$ cat src/rtl/clkdiv_rst_seq.sv
// Reset/calibration sequencer for the Gowin CLKDIV /2 stage: qualifies PLL lock,
// sequences the divider's resetn and CALIB pins, and flags when the divided clock is usable.
module clkdiv_rst_seq #(
  parameter int LOCK_STABLE_CYCLES = 1024,
  parameter int RESET_HOLD_CYCLES  = 16,
  parameter int SETTLE_CYCLES      = 32,
  parameter int CALIB_CYCLES       = 2
) (
  input  logic       hclkin,
  input  logic       rst,
  input  logic       pll_lock,
  input  logic       calib_req,
  output logic       clkdiv_resetn,
  output logic       clkdiv_calib,
  output logic       div_ready,
  output logic [2:0] state,
  output logic [7:0] lock_lost_cnt
);

  localparam int MAX_AB = (LOCK_STABLE_CYCLES > RESET_HOLD_CYCLES) ? LOCK_STABLE_CYCLES : RESET_HOLD_CYCLES;
  localparam int MAX_CD = (SETTLE_CYCLES > CALIB_CYCLES) ? SETTLE_CYCLES : CALIB_CYCLES;
  localparam int MAX_P  = (MAX_AB > MAX_CD) ? MAX_AB : MAX_CD;
  localparam int CW     = $clog2(MAX_P) + 1;

  localparam logic [CW-1:0] LOCK_LAST   = CW'(LOCK_STABLE_CYCLES - 1);
  localparam logic [CW-1:0] HOLD_LAST   = CW'(RESET_HOLD_CYCLES - 1);
  localparam logic [CW-1:0] SETTLE_LAST = CW'(SETTLE_CYCLES - 1);
  localparam logic [CW-1:0] CALIB_LAST  = CW'(CALIB_CYCLES - 1);

  typedef enum logic [2:0] {
    S_WAIT_LOCK = 3'd0,
    S_HOLD      = 3'd1,
    S_SETTLE    = 3'd2,
    S_READY     = 3'd3,
    S_CALIB     = 3'd4
  } state_t;

  logic          lock_meta_q, lock_meta_d;
  logic          lock_sync_q, lock_sync_d;
  logic          cal_meta_q, cal_meta_d;
  logic          cal_sync_q, cal_sync_d;
  logic          cal_dly_q, cal_dly_d;
  logic          cal_rise_q, cal_rise_d;
  state_t        state_q, state_d;
  logic [CW-1:0] cnt_q, cnt_d;
  logic [7:0]    llc_q, llc_d;
  logic          resetn_q, resetn_d;
  logic          calib_q, calib_d;
  logic          ready_q, ready_d;

  // Input conditioning: two-flop synchronizers plus a registered rising-edge detect on calib_req.
  always_comb begin
    lock_meta_d = pll_lock;
    lock_sync_d = lock_meta_q;
    cal_meta_d  = calib_req;
    cal_sync_d  = cal_meta_q;
    cal_dly_d   = cal_sync_q;
    cal_rise_d  = cal_sync_q & ~cal_dly_q;
  end

  // Next-state and counter logic; lock loss outranks a calibration request.
  always_comb begin
    state_d = state_q;
    cnt_d   = cnt_q + CW'(1);
    llc_d   = llc_q;
    case (state_q)
      S_WAIT_LOCK: begin
        if (!lock_sync_q) begin
          cnt_d = '0;
        end else if (cnt_q == LOCK_LAST) begin
          state_d = S_HOLD;
          cnt_d   = '0;
        end else begin
          cnt_d = cnt_q + CW'(1);
        end
      end
      S_HOLD, S_SETTLE, S_READY, S_CALIB: begin
        if (!lock_sync_q) begin
          state_d = S_WAIT_LOCK;
          cnt_d   = '0;
          if (llc_q != 8'hFF) begin
            llc_d = llc_q + 8'd1;
          end else begin
            llc_d = llc_q;
          end
        end else if (state_q == S_HOLD && cnt_q == HOLD_LAST) begin
          state_d = S_SETTLE;
          cnt_d   = '0;
        end else if (state_q == S_SETTLE && cnt_q == SETTLE_LAST) begin
          state_d = S_READY;
          cnt_d   = '0;
        end else if (state_q == S_CALIB && cnt_q == CALIB_LAST) begin
          state_d = S_SETTLE;
          cnt_d   = '0;
        end else if (state_q == S_READY) begin
          // READY is untimed: park the counter so it never wraps.
          cnt_d = '0;
          if (cal_rise_q) begin
            state_d = S_CALIB;
          end else begin
            state_d = S_READY;
          end
        end else begin
          cnt_d = cnt_q + CW'(1);
        end
      end
      default: begin
        state_d = S_WAIT_LOCK;
        cnt_d   = '0;
      end
    endcase
  end

  // Outputs decoded from the next state so they register on the same edge as the state.
  always_comb begin
    resetn_d = 1'b0;
    calib_d  = 1'b0;
    ready_d  = 1'b0;
    case (state_d)
      S_WAIT_LOCK: begin resetn_d = 1'b0; calib_d = 1'b0; ready_d = 1'b0; end
      S_HOLD:      begin resetn_d = 1'b0; calib_d = 1'b0; ready_d = 1'b0; end
      S_SETTLE:    begin resetn_d = 1'b1; calib_d = 1'b0; ready_d = 1'b0; end
      S_READY:     begin resetn_d = 1'b1; calib_d = 1'b0; ready_d = 1'b1; end
      S_CALIB:     begin resetn_d = 1'b1; calib_d = 1'b1; ready_d = 1'b0; end
      default:     begin resetn_d = 1'b0; calib_d = 1'b0; ready_d = 1'b0; end
    endcase
  end

  // State, counter, synchronizer and output registers.
  always_ff @(posedge hclkin or posedge rst) begin
    if (rst) begin
      lock_meta_q <= 1'b0;
      lock_sync_q <= 1'b0;
      cal_meta_q  <= 1'b0;
      cal_sync_q  <= 1'b0;
      cal_dly_q   <= 1'b0;
      cal_rise_q  <= 1'b0;
      state_q     <= S_WAIT_LOCK;
      cnt_q       <= '0;
      llc_q       <= 8'd0;
      resetn_q    <= 1'b0;
      calib_q     <= 1'b0;
      ready_q     <= 1'b0;
    end else begin
      lock_meta_q <= lock_meta_d;
      lock_sync_q <= lock_sync_d;
      cal_meta_q  <= cal_meta_d;
      cal_sync_q  <= cal_sync_d;
      cal_dly_q   <= cal_dly_d;
      cal_rise_q  <= cal_rise_d;
      state_q     <= state_d;
      cnt_q       <= cnt_d;
      llc_q       <= llc_d;
      resetn_q    <= resetn_d;
      calib_q     <= calib_d;
      ready_q     <= ready_d;
    end
  end

  assign clkdiv_resetn = resetn_q;
  assign clkdiv_calib  = calib_q;
  assign div_ready     = ready_q;
  assign state         = state_q;
  assign lock_lost_cnt = llc_q;

endmodule

$ cat config.mk
export PLATFORM = sky130hd
export DESIGN_NAME = clkdiv_rst_seq
export DESIGN_NICKNAME = d
export VERILOG_FILES = /design/src/rtl/clkdiv_rst_seq.sv
export SDC_FILE = /design/constraint.sdc
export NUM_CORES = 1
export LEC_CHECK = 0
export ABC_AREA = 1
export BUFFER_PORTS_ARGS = -buffer_cell sky130_fd_sc_hd__buf_2
export CORE_ASPECT_RATIO = 0.9
export CORE_MARGIN = 1
export CORE_UTILIZATION = 55
export CTS_CLUSTER_SIZE = 28
export DETAILED_ROUTE_END_ITERATION = 6
export PLACE_DENSITY = 0.79
export RECOVER_POWER = 100
export SYNTH_ARGS = -nofsm -noshare
export SYNTH_HDL_FRONTEND = slang
export SYNTH_SLANG_ARGS = --single-unit
$ cat constraint.sdc
create_clock -name hclkin -period 1.7 [get_ports hclkin]
set_input_delay 0 -clock hclkin [delete_from_list [all_inputs] [get_ports hclkin]]
set_output_delay 0 -clock hclkin [all_outputs]
set_load 0.01 [all_outputs]
# After elaboration in Yosys (flattened, before gate mapping)
# Cells that the tools add are included.
# word_totals
regBits,31
inputBits,4
out_inout_bits,14
# op_classes
add_sub_neg,2
eq_ne,12
muxes,20
bitwise,3
n_reduce_logical,7
# ops
operator,count
11-bit 2-to-1 mux,7
3-bit 2-to-1 mux,8
11-bit case mux with 2 select lines,1
"3-bit by 2-bit == test with 1-bit output, second input constant",4
"11-bit by 1-bit adder with 11-bit output, second input constant",1
"11-bit by 1-bit == test with 1-bit output, second input constant",1
"11-bit by 10-bit == test with 1-bit output, second input constant",1
"11-bit by 4-bit == test with 1-bit output, second input constant",1
"11-bit by 5-bit == test with 1-bit output, second input constant",1
"8-bit by 1-bit adder with 8-bit output, second input constant",1
"8-bit != test, second input constant",1
"3-bit == test, second input constant",2
3-bit case mux with 2 select lines,1
4-bit OR reduction,1
"3-bit by 1-bit == test with 1-bit output, second input constant",1
1-bit logical AND,3
3-bit logical NOT,1
1-bit 2-to-1 mux,3
3-bit AND reduction,1
3-bit OR reduction,1
1-bit NOT,2
1-bit AND,1

# Depth between registers and ports, before layout
# Gate-level depths: netlist of run 1.
# depth
ltp_word,10
mapped_depth,10
depth_no_buf,10

# Least setup slack after synthesis of run 1
# Ideal clock, no wire load.
# synth_path
path_kind,register to register
startpoint,reg cnt_q[0]
endpoint,reg cnt_q[7]
setup_time_ps,122
arrival_time_ps,1329
required_ps,1578
setup_slack_ps,249
path_stages_with_launch,9
period_less_slack_ps,1451
path_cell_list,dfrtp_1 ha_1 nand2_1 nor2_4 nand4_2 nor2_4 inv_2 nand3_2 o21ai_1
# synth_between
elab_chain_cells,7
elab_cells_between_ends,16
classes_between,add/sub: 1; eq/ne: 4; mux: 8; reduce/logical: 3
# synth_lines
element,line_no,text
"start, declared",45,"logic [CW-1:0] cnt_q, cnt_d;"
"start signal, assigned",152,cnt_q <= cnt_d;
11-bit by 1-bit adder with 11-bit output or 11-bit by 1-bit == test with 1-bit output (tied branches),"74, 104, 92",
11-bit 2-to-1 mux or 1-bit logical AND (tied branches),"95, 92",
11-bit 2-to-1 mux,92,end else if (state_q == S_CALIB && cnt_q == CALIB_LAST) begin
11-bit 2-to-1 mux,89,end else if (state_q == S_SETTLE && cnt_q == SETTLE_LAST) begin
11-bit 2-to-1 mux,86,end else if (state_q == S_HOLD && cnt_q == HOLD_LAST) begin
11-bit 2-to-1 mux,78,if (!lock_sync_q) begin
11-bit case mux with 2 select lines (*),66,case (state_q)
net cnt_d[7],45,
# Mark *: on every way through the listed nets, which the timed path passes. The rest lies on a longest branch.
# A chain may end at the register's enable or synchronous reset.

# Final worst setup path of run 1
# layout_path
startpoint,reg cnt_q[1]
endpoint,reg cnt_q[6]
# Same word-level chain as after synthesis.

==> summary.txt, run 1 <==
HP Start -> cal_meta_q
Final Util -> 64.0%
Clock Latency Late Sink -> 290 ps
Final setup fails -> 0
Htree depth -> 2
Critical path launch point type -> flop
1st-iter DRT viols -> 176
Starting density of the core -> 57.5%
Final Cycle Share -> 91.5%
Crit Path Class -> flop to flop
Post-route ant nets -> 0
Yosys top cell by area -> dfrtp_1
Clock-pin slew on the worst setup and hold paths -> 70 ps
Wire per inst -> 13.0 µm
CTS tree -> done
Tmin final -> 1560 ps
Max-Cap Viols -> 0
DRC viols -> 0
Outcome -> completed
Die Wd -> 64.4 µm
Post-Syn Area -> 0.00193 mm²
Pin count of the biggest net entering global routing -> 32
Actual slew at the worst max-slew pin -> 740 ps
VDD IR max -> 0.000614 V
Distinct cell type count after synthesis -> 30
Biggest register -> cnt_q
R2R depth -> 8
Row count -> 20
Hold Path Class -> flop to flop
RSZ-0062 raised after global routing -> no
Crit path max fanout -> 6
Cell Pwr Density -> 670 mW/mm²
YS warnings -> 0
RePlAce Congestion -> 1.01
Core box area -> 0.00335 mm²
Vias in the first global route -> 1581
Syn nets -> 258
R2R Path End -> cnt_q[6]
Synthesized area per cell -> 7.68 µm²
Port bufs -> 17
Vert. Die Dim -> 58.2 µm
Cell count after synthesis -> 251
GR Overflow Total -> 0
Number of flops mapped to enable cells by yosys -> 0
CTS root buffer -> clkbuf_8
Leak Pwr -> 0.00113 µW
Top post-synthesis cells by area -> dfrtp_1 (40%), nand2_1 (12%), nor2_1 (6.0%)
Num CTS Buffers -> 5
Max frequency -> 643 MHz
Slew headroom -> 50.7%
Worst Path Required -> 1910 ps
Clock Tree Buf Depth -> 2
Post-synthesis sequential area ratio -> 40.3%
Design Area, Final -> 0.00215 mm²
Layout Skew -> 5.41 ps
# IOs -> 18
Dominant synthesized flop cell -> dfrtp_1
Die ar. -> 0.00374 mm²
Final Hold Viols -> 0
Overall routing resource usage -> 26.1%
Pre-CTS WS -> 165 ps
N_diodes -> 0
Register bit total from synthesis -> 31
Max FFs per register -> 11
Total Wirelength -> 4.18 mm
Nets -> 284
Worst hold stages -> 0
Arr. time, crit path -> 1760 ps
Crit. End Element -> flop
Vias -> 1730
Crit Reg-Reg Startpoint -> cnt_q[1]
Setup bufs post-CTS -> 0
DR pass1 iterations -> 6
Layout cell share with drive strength beyond 1 -> 15.8%
Final Power -> 1440 µW
Vias per std cell -> 5.37
Hold Path End -> cal_dly_d
Setup WS post-layout -> 144 ps
Synth async-reset ratio -> 100%
Placed Area -> 0.00206 mm²
Share of the synthesized area in the top cell type -> 40.3%
Post-DP HPWL -> 3.07 mm
CTS Sinks -> 31
Antenna violations before repair -> 0
Global-route wire length before repair -> 7.27 mm
Setup_tns -> 0 ps
Final count of pins violating max slew -> 0
Syn-to-layout area delta -> 11.4%
Flop2flop setup slack -> 140 ps
## metal layers
metal  GRT usage (%)  wire (µm)  vias to the layer above
li1                -          -                      849
met2            40.5       2000                       58
met3            6.30        230                        5
met4            9.52         48                        0
met5               0          0                        -
met1            35.8       1900                      818
## area by class of cell
class / count / area [µm²]
fill: 311 / 1210
multi-input combinational: 176 / 938
sequential: 31 / 776
timing repair buffer: 27 / 148
inverter: 36 / 138
clock buffer: 5 / 68.8
tap: 44 / 55.1
clock inverter: 3 / 23.8
## synth_stat cells, types with 2 or more instances
master and number:
nand4_1 18, a21oi_1 3, nor2_1 31, nor3_1 4
nand2_2 5, buf_2 4, o21ai_1 4, nor2_2 3
buf_4 2, a21oi_2 2, buf_6 2, nand4_2 2
inv_2 6, xor2_1 7, inv_1 28, xnor2_1 4
dfrtp_1 31, nand2_1 61, nand3_2 2, nand3_1 17
ha_1 3, nor2_4 3, nand2_4 2
## how the worst max path moves through the flow
stage | from | endpoint | slack [ps] | cells past startpoint
6_report | cnt_q[1] | cnt_q[6] | 140 | 8
3_3_place_gp | cnt_q[1] | div_ready | 200 | 7
4_1_cts | cnt_q[1] | cnt_q[0] | 150 | 8
5_1_grt | cnt_q[1] | div_ready | 8 | 7
2_1_floorplan | cnt_q[0] | cnt_q[7] | 250 | 8
3_5_place_dp | cnt_q[1] | cnt_q[3] | 170 | 8
## cell families (layout without fill, tap and decap cells)
family	count (synthesis)	count (layout)	share of synthesized area, %
AND/OR/NAND/NOR	149	149	38.0
buffers and inverters	44	71	10.1
flip-flops	31	31	40.3
AO/OA/AOI/OAI	13	13	4.68
XOR/XNOR	11	11	5.00
adder cells (fa/ha/maj)	3	3	1.95
## critical path: stages, from the launching register on
cell and delay, ps:
dfrtp_1 390, ha_2 230, nand2_1 100, nor2_4 190, nand2_1 80, xor2_1 150
inv_1 100, nand3_2 60, o21ai_0 160
## cells in the final DEF (no fill, tap or decap), types with 4 or more instances in the layout
| master | count |
|---|---|
| nor2_1 | 31 |
| nand3_1 | 18 |
| nor3_1 | 4 |
| inv_2 | 6 |
| xor2_1 | 7 |
| xnor2_1 | 4 |
| dfrtp_1 | 31 |
| clkbuf_1 | 14 |
| inv_1 | 28 |
| a21oi_1 | 4 |
| buf_4 | 6 |
| nand2_2 | 5 |
| clkbuf_8 | 5 |
| nand4_1 | 18 |
| nand2_1 | 61 |
## through the flow
| step | cells | hold slack [ps] |
|---|---|---|
| global placement | 311 | 90.7 |
| finish | 322 | 355 |
| CTS | 322 | 327 |
| detailed placement | 311 | 103 |
| global route | 322 | 355 |
| floorplan | 251 | 31.4 |
## power by group
group	internal (µW)	switching (µW)	total (µW)
logic	32.3	47.8	80.1
clock network	292	304	596
registers	750	11.8	762
total	1070	363	1440
## what timing repair did
| item | in CTS | in global routing |
|---|---|---|
| resized for setup | 0 | 1 |
| hold buffers | 3 | 0 |
| endpoints found under the hold margin | 33 | 0 |
| endpoints found under the setup margin | 0 | 3 |
No activity file was read; power rests on OpenSTA's default activity.
==> inputs of run 2 (changes only) <==
Settings changed: CAP_MARGIN set to 15.
Clock period 1.7 ns to 1.57 ns, I/O delays scaled along.
==> run 2 against run 1 <==
Net effect: sequential cell count unchanged; cell area is 6.1% higher; total power increased by 8.1%; critical path depth fell by 1; utilization increased by 3.9 points; hold slack worse by 7.1 ps; clock skew down 1.6 ps; critical endpoint is now div_ready.
==> summary.txt, run 2 (same netlist as run 1, synthesis figures left out) <==
Outcome -> completed
Actual slew at the worst max-slew pin -> 774 ps
Tmin final -> 1510 ps
Leak Pwr -> 0.00121 µW
Final Hold Viols -> 0
Layout cell share with drive strength beyond 1 -> 23.1%
Placed insts -> 317
Vias in the first global route -> 1621
Starting density of the core -> 57.5%
Hold Path End -> cal_meta_q
Crit Path Class -> flop to flop
Post-route ant nets -> 0
Htree depth -> 2
DRC viols -> 0
Antenna violations before repair -> 0
Core box area -> 0.00335 mm²
Most common cell after layout, fill and taps aside -> nand2_1
Critical path launch point type -> flop
Routed wl met2 -> 2.19 mm
Final count of pins violating max slew -> 0
Crit path max fanout -> 5
Final Power -> 1550 µW
Nets -> 296
Slew headroom -> 48.4%
Flop2flop setup slack -> 60 ps
HP Start -> calib_req
1st-iter DRT viols -> 99
Final setup fails -> 0
Pre-CTS WS -> 66.8 ps
Setup WS post-layout -> 63.8 ps
Cell Pwr Density -> 682 mW/mm²
CTS root buffer -> clkbuf_8
R2R depth -> 7
Vert. Die Dim -> 58.2 µm
Syn-to-layout area delta -> 18.2%
RePlAce Congestion -> 0.906
Met3 WL -> 202 µm
CTS Sinks -> 31
Max frequency -> 664 MHz
Die ar. -> 0.00374 mm²
Crit Reg-Reg Startpoint -> cnt_q[6]
Top layer used by detailed routing -> met4
Non-Filler Instances -> 334
Hold Slack -> 347 ps
Clock Tree Buf Depth -> 2
Clock-pin slew on the worst setup and hold paths -> 70 ps
Routed metal-1 wirelength -> 2.05 mm
Layout Skew -> 3.85 ps
Vias per std cell -> 5.28
Port bufs -> 17
Post-DP HPWL -> 3.24 mm
Num CTS Buffers -> 5
Biggest register -> cnt_q
Hold Path Class -> primary input to flop
GR Overflow Total -> 0
Wire per inst -> 13.6 µm
Worst hold stages -> 2
Final Cycle Share -> 95.9%
Most frequent cells in the layout -> nand2_1 (60), dfrtp_1 (31), nor2_1 (29), inv_1 (28), nand4_1 (18)
Crit. End Element -> flop
DR pass1 iterations -> 4
Die Wd -> 64.4 µm
Global-route wire length before repair -> 7.31 mm
Row count -> 20
Max FFs per register -> 11
Arr. time, crit path -> 1720 ps
Final Util -> 67.9%
Worst Path Required -> 1790 ps
VDD IR max -> 0.000727 V
# IOs -> 18
Pin count of the biggest net entering global routing -> 32
Overall routing resource usage -> 26.5%
Clock Latency Late Sink -> 290 ps
N_diodes -> 0
Total Wirelength -> 4.54 mm
RSZ-0062 raised after global routing -> yes
CTS tree -> done
R2R Path End -> div_ready
Max-Cap Viols -> 0
Vias -> 1762
[run 2: per-layer routing]
layer	vias up	GRT usage, %
met2	50	42.7
met5	-	0
met1	826	34.5
met3	11	6.89
met4	0	10.2
li1	875	-
[run 2: stage by stage]
step                area, µm²  setup TNS (ps)
floorplan                1930               0
global placement         2110               0
detailed placement       2110               0
CTS                      2230               0
global route             2280            -170
finish                   2280               0
[run 2: final cells by class]
type,instances,area (µm²)
fillers,306,1070
multi-input cells,176,988
flip-flops and latches,31,776
repair buffers,39,233
inverters,36,138
clock buffers,5,68.8
well taps,44,55.1
clock inverters,3,20.0
[run 2: what timing repair did]
item	in CTS	in global routing
resized for setup	0	9
setup buffers	0	6
endpoints found under the setup margin	0	20
hold endpoints to repair	33	0
hold buffers	3	0
[run 2: how the worst max path moves through the flow]
stage	start	to	cells after the start
5_1_grt	cnt_q[1]	cnt_q[5]	8
3_3_place_gp	state[0]	clkdiv_resetn	6
3_5_place_dp	cnt_q[1]	cnt_q[9]	8
4_1_cts	cnt_q[1]	div_ready	7
6_report	cnt_q[6]	div_ready	7
2_1_floorplan	cnt_q[0]	cnt_q[7]	8
[run 2: report_power, final]
group          leakage, µW  switching, µW  internal [µW]  total [µW]
clock network    0.0000402            324            308         632
logic             0.000751           57.5           39.0        96.5
registers         0.000418           13.1            812         826
total              0.00121            395           1160        1550
[run 2: critical path, cell delays in order, from the launching register on]
cell	delay, ps
dfrtp_1	440
nor2_1	170
nand2_1	120
nor2_1	190
nand3_1	120
nand3_1	100
nand3_1	150
a21oi_2	140
==> inputs of run 3 (changes only) <==
Settings changed: GPL_ROUTABILITY_DRIVEN set to 1, PLACE_DENSITY 0.79 to 0.77.
==> run 3 against run 2 <==
Net effect: non-clock buffer count did not move; first-iteration DRC count rose by 40%; wire length is 0.53% higher; total power grew 5.0%; utilization unchanged; die area unchanged; register-to-register slack barely moved; global-route usage is 0.56 points higher; critical path type unchanged.
==> summary.txt, run 3 (same netlist as run 1, synthesis figures left out) <==
Outcome -> completed
Port bufs -> 17
Leak Pwr -> 0.00121 µW
Wire per inst -> 13.7 µm
Antenna violations before repair -> 0
VDD IR max -> 0.000620 V
RePlAce Congestion -> 0.950
CTS tree -> done
Crit. End Element -> flop
Flop2flop setup slack -> 60 ps
GR peak layer -> met2
Final Util -> 67.9%
Max FFs per register -> 11
Max frequency -> 662 MHz
GR Overflow Total -> 0
Syn-to-layout area delta -> 18.2%
1st-iter DRT viols -> 139
Die Wd -> 64.4 µm
Vias in the first global route -> 1633
Final Hold Viols -> 0
Starting density of the core -> 57.5%
Met3 usage -> 5.31%
Core box area -> 0.00335 mm²
DR pass1 iterations -> 5
Hold Path Class -> primary input to flop
Final Power -> 1630 µW
Arr. time, crit path -> 1680 ps
Post-route ant nets -> 0
Max-Cap Viols -> 0
Clock Latency Late Sink -> 290 ps
Final count of pins violating max slew -> 0
Num CTS Buffers -> 5
Vias -> 1801
Htree depth -> 2
Overall routing resource usage -> 27.1%
Die ar. -> 0.00374 mm²
Vias per std cell -> 5.39
R2R depth -> 8
Nets -> 296
Worst hold stages -> 2
Clock Tree Buf Depth -> 2
N_diodes -> 0
Critical path launch point type -> flop
Post-DP HPWL -> 3.17 mm
Actual slew at the worst max-slew pin -> 756 ps
Vert. Die Dim -> 58.2 µm
Worst Path Required -> 1740 ps
DRC viols -> 0
Crit Path Class -> flop to flop
Layout cell share with drive strength beyond 1 -> 22.1%
Crit path max fanout -> 6
M2 GR Usage -> 41.5%
Slew headroom -> 49.6%
Tmin final -> 1510 ps
HP Start -> pll_lock
Met1 Use GR -> 37.4%
Layout Skew -> 9.52 ps
# IOs -> 18
Crit Reg-Reg Startpoint -> cnt_q[1]
Most common cell after layout, fill and taps aside -> nand2_1
Cell Pwr Density -> 716 mW/mm²
Hold Path End -> lock_meta_q
RSZ-0062 raised after global routing -> yes
Biggest register -> cnt_q
Global-route wire length before repair -> 7.51 mm
Final Cycle Share -> 96.2%
Row count -> 20
CTS Sinks -> 31
R2R Path End -> cnt_q[7]
CTS root buffer -> clkbuf_8
Clock-pin slew on the worst setup and hold paths -> 70 ps
Pin count of the biggest net entering global routing -> 32
Most frequent cells in the layout -> nand2_1 (61), dfrtp_1 (31), nor2_1 (30), inv_1 (28), nand4_1 (18)
Final setup fails -> 0
Total Wirelength -> 4.57 mm
-- run 3: layer usage --
metal,wire length [µm],share of wire (%)
met1,1980,43
met2,2150,47
met3,303,6.6
met4,139,3.0
met5,0,0
-- run 3: timing repair --
item / in CTS / in global routing
endpoints found under the hold margin: 33 / 0
buffers inserted: 0 / 7
endpoints found under the setup margin: 0 / 18
resized for setup: 0 / 5
hold buffers: 3 / 0
-- run 3: worst max-delay path by stage --
| stage | from | end | slack (ps) | depth (start not counted) |
|---|---|---|---|---|
| after CTS | cnt_q[1] | cnt_q[7] | 20 | 8 |
| after global placement | lock_lost_cnt[1] | lock_lost_cnt[1] | 130 | 8 |
| after global routing | cnt_q[1] | div_ready | -50 | 7 |
| after floorplan | cnt_q[0] | cnt_q[7] | 120 | 8 |
| after detailed placement | cnt_q[1] | cnt_q[7] | 70 | 8 |
| final | cnt_q[1] | cnt_q[7] | 60 | 8 |
-- run 3: layout make-up --
| class | count | area, µm² |
|---|---|---|
| Sequential cell | 31 | 776 |
| Fill cell | 288 | 1070 |
| Clock buffer | 8 | 100 |
| Tap cell | 44 | 55.1 |
| Multi-Input combinational cell | 176 | 976 |
| Inverter | 36 | 138 |
| Timing Repair Buffer | 39 | 234 |
-- run 3: critical path: stages (launching register included) --
cell     delay [ps]
dfrtp_1         380
ha_2            200
nand2_1         100
nor2_4          190
nand4_2         140
nor2_4          180
inv_2            70
nand3_2          70
o21ai_1          60
-- run 3: metrics by stage --
step / TNS, ps / area (µm²) / worst slack (ps) / std cells / hold slack, ps
floorplan: 0 / 1930 / 119 / 251 / 31.4
global placement: 0 / 2100 / 133 / 316 / 92.5
detailed placement: 0 / 2100 / 73.2 / 316 / 96.9
CTS: 0 / 2230 / 15.1 / 327 / 332
global route: -261 / 2280 / -52.8 / 334 / 351
finish: 0 / 2280 / 59.6 / 334 / 348
-- run 3: report_power, final --
| part | internal (µW) | total (µW) | switching, µW |
|---|---|---|---|
| sequential | 813 | 824 | 11.3 |
| combinational | 42.1 | 102 | 60.0 |
| clock | 400 | 705 | 305 |
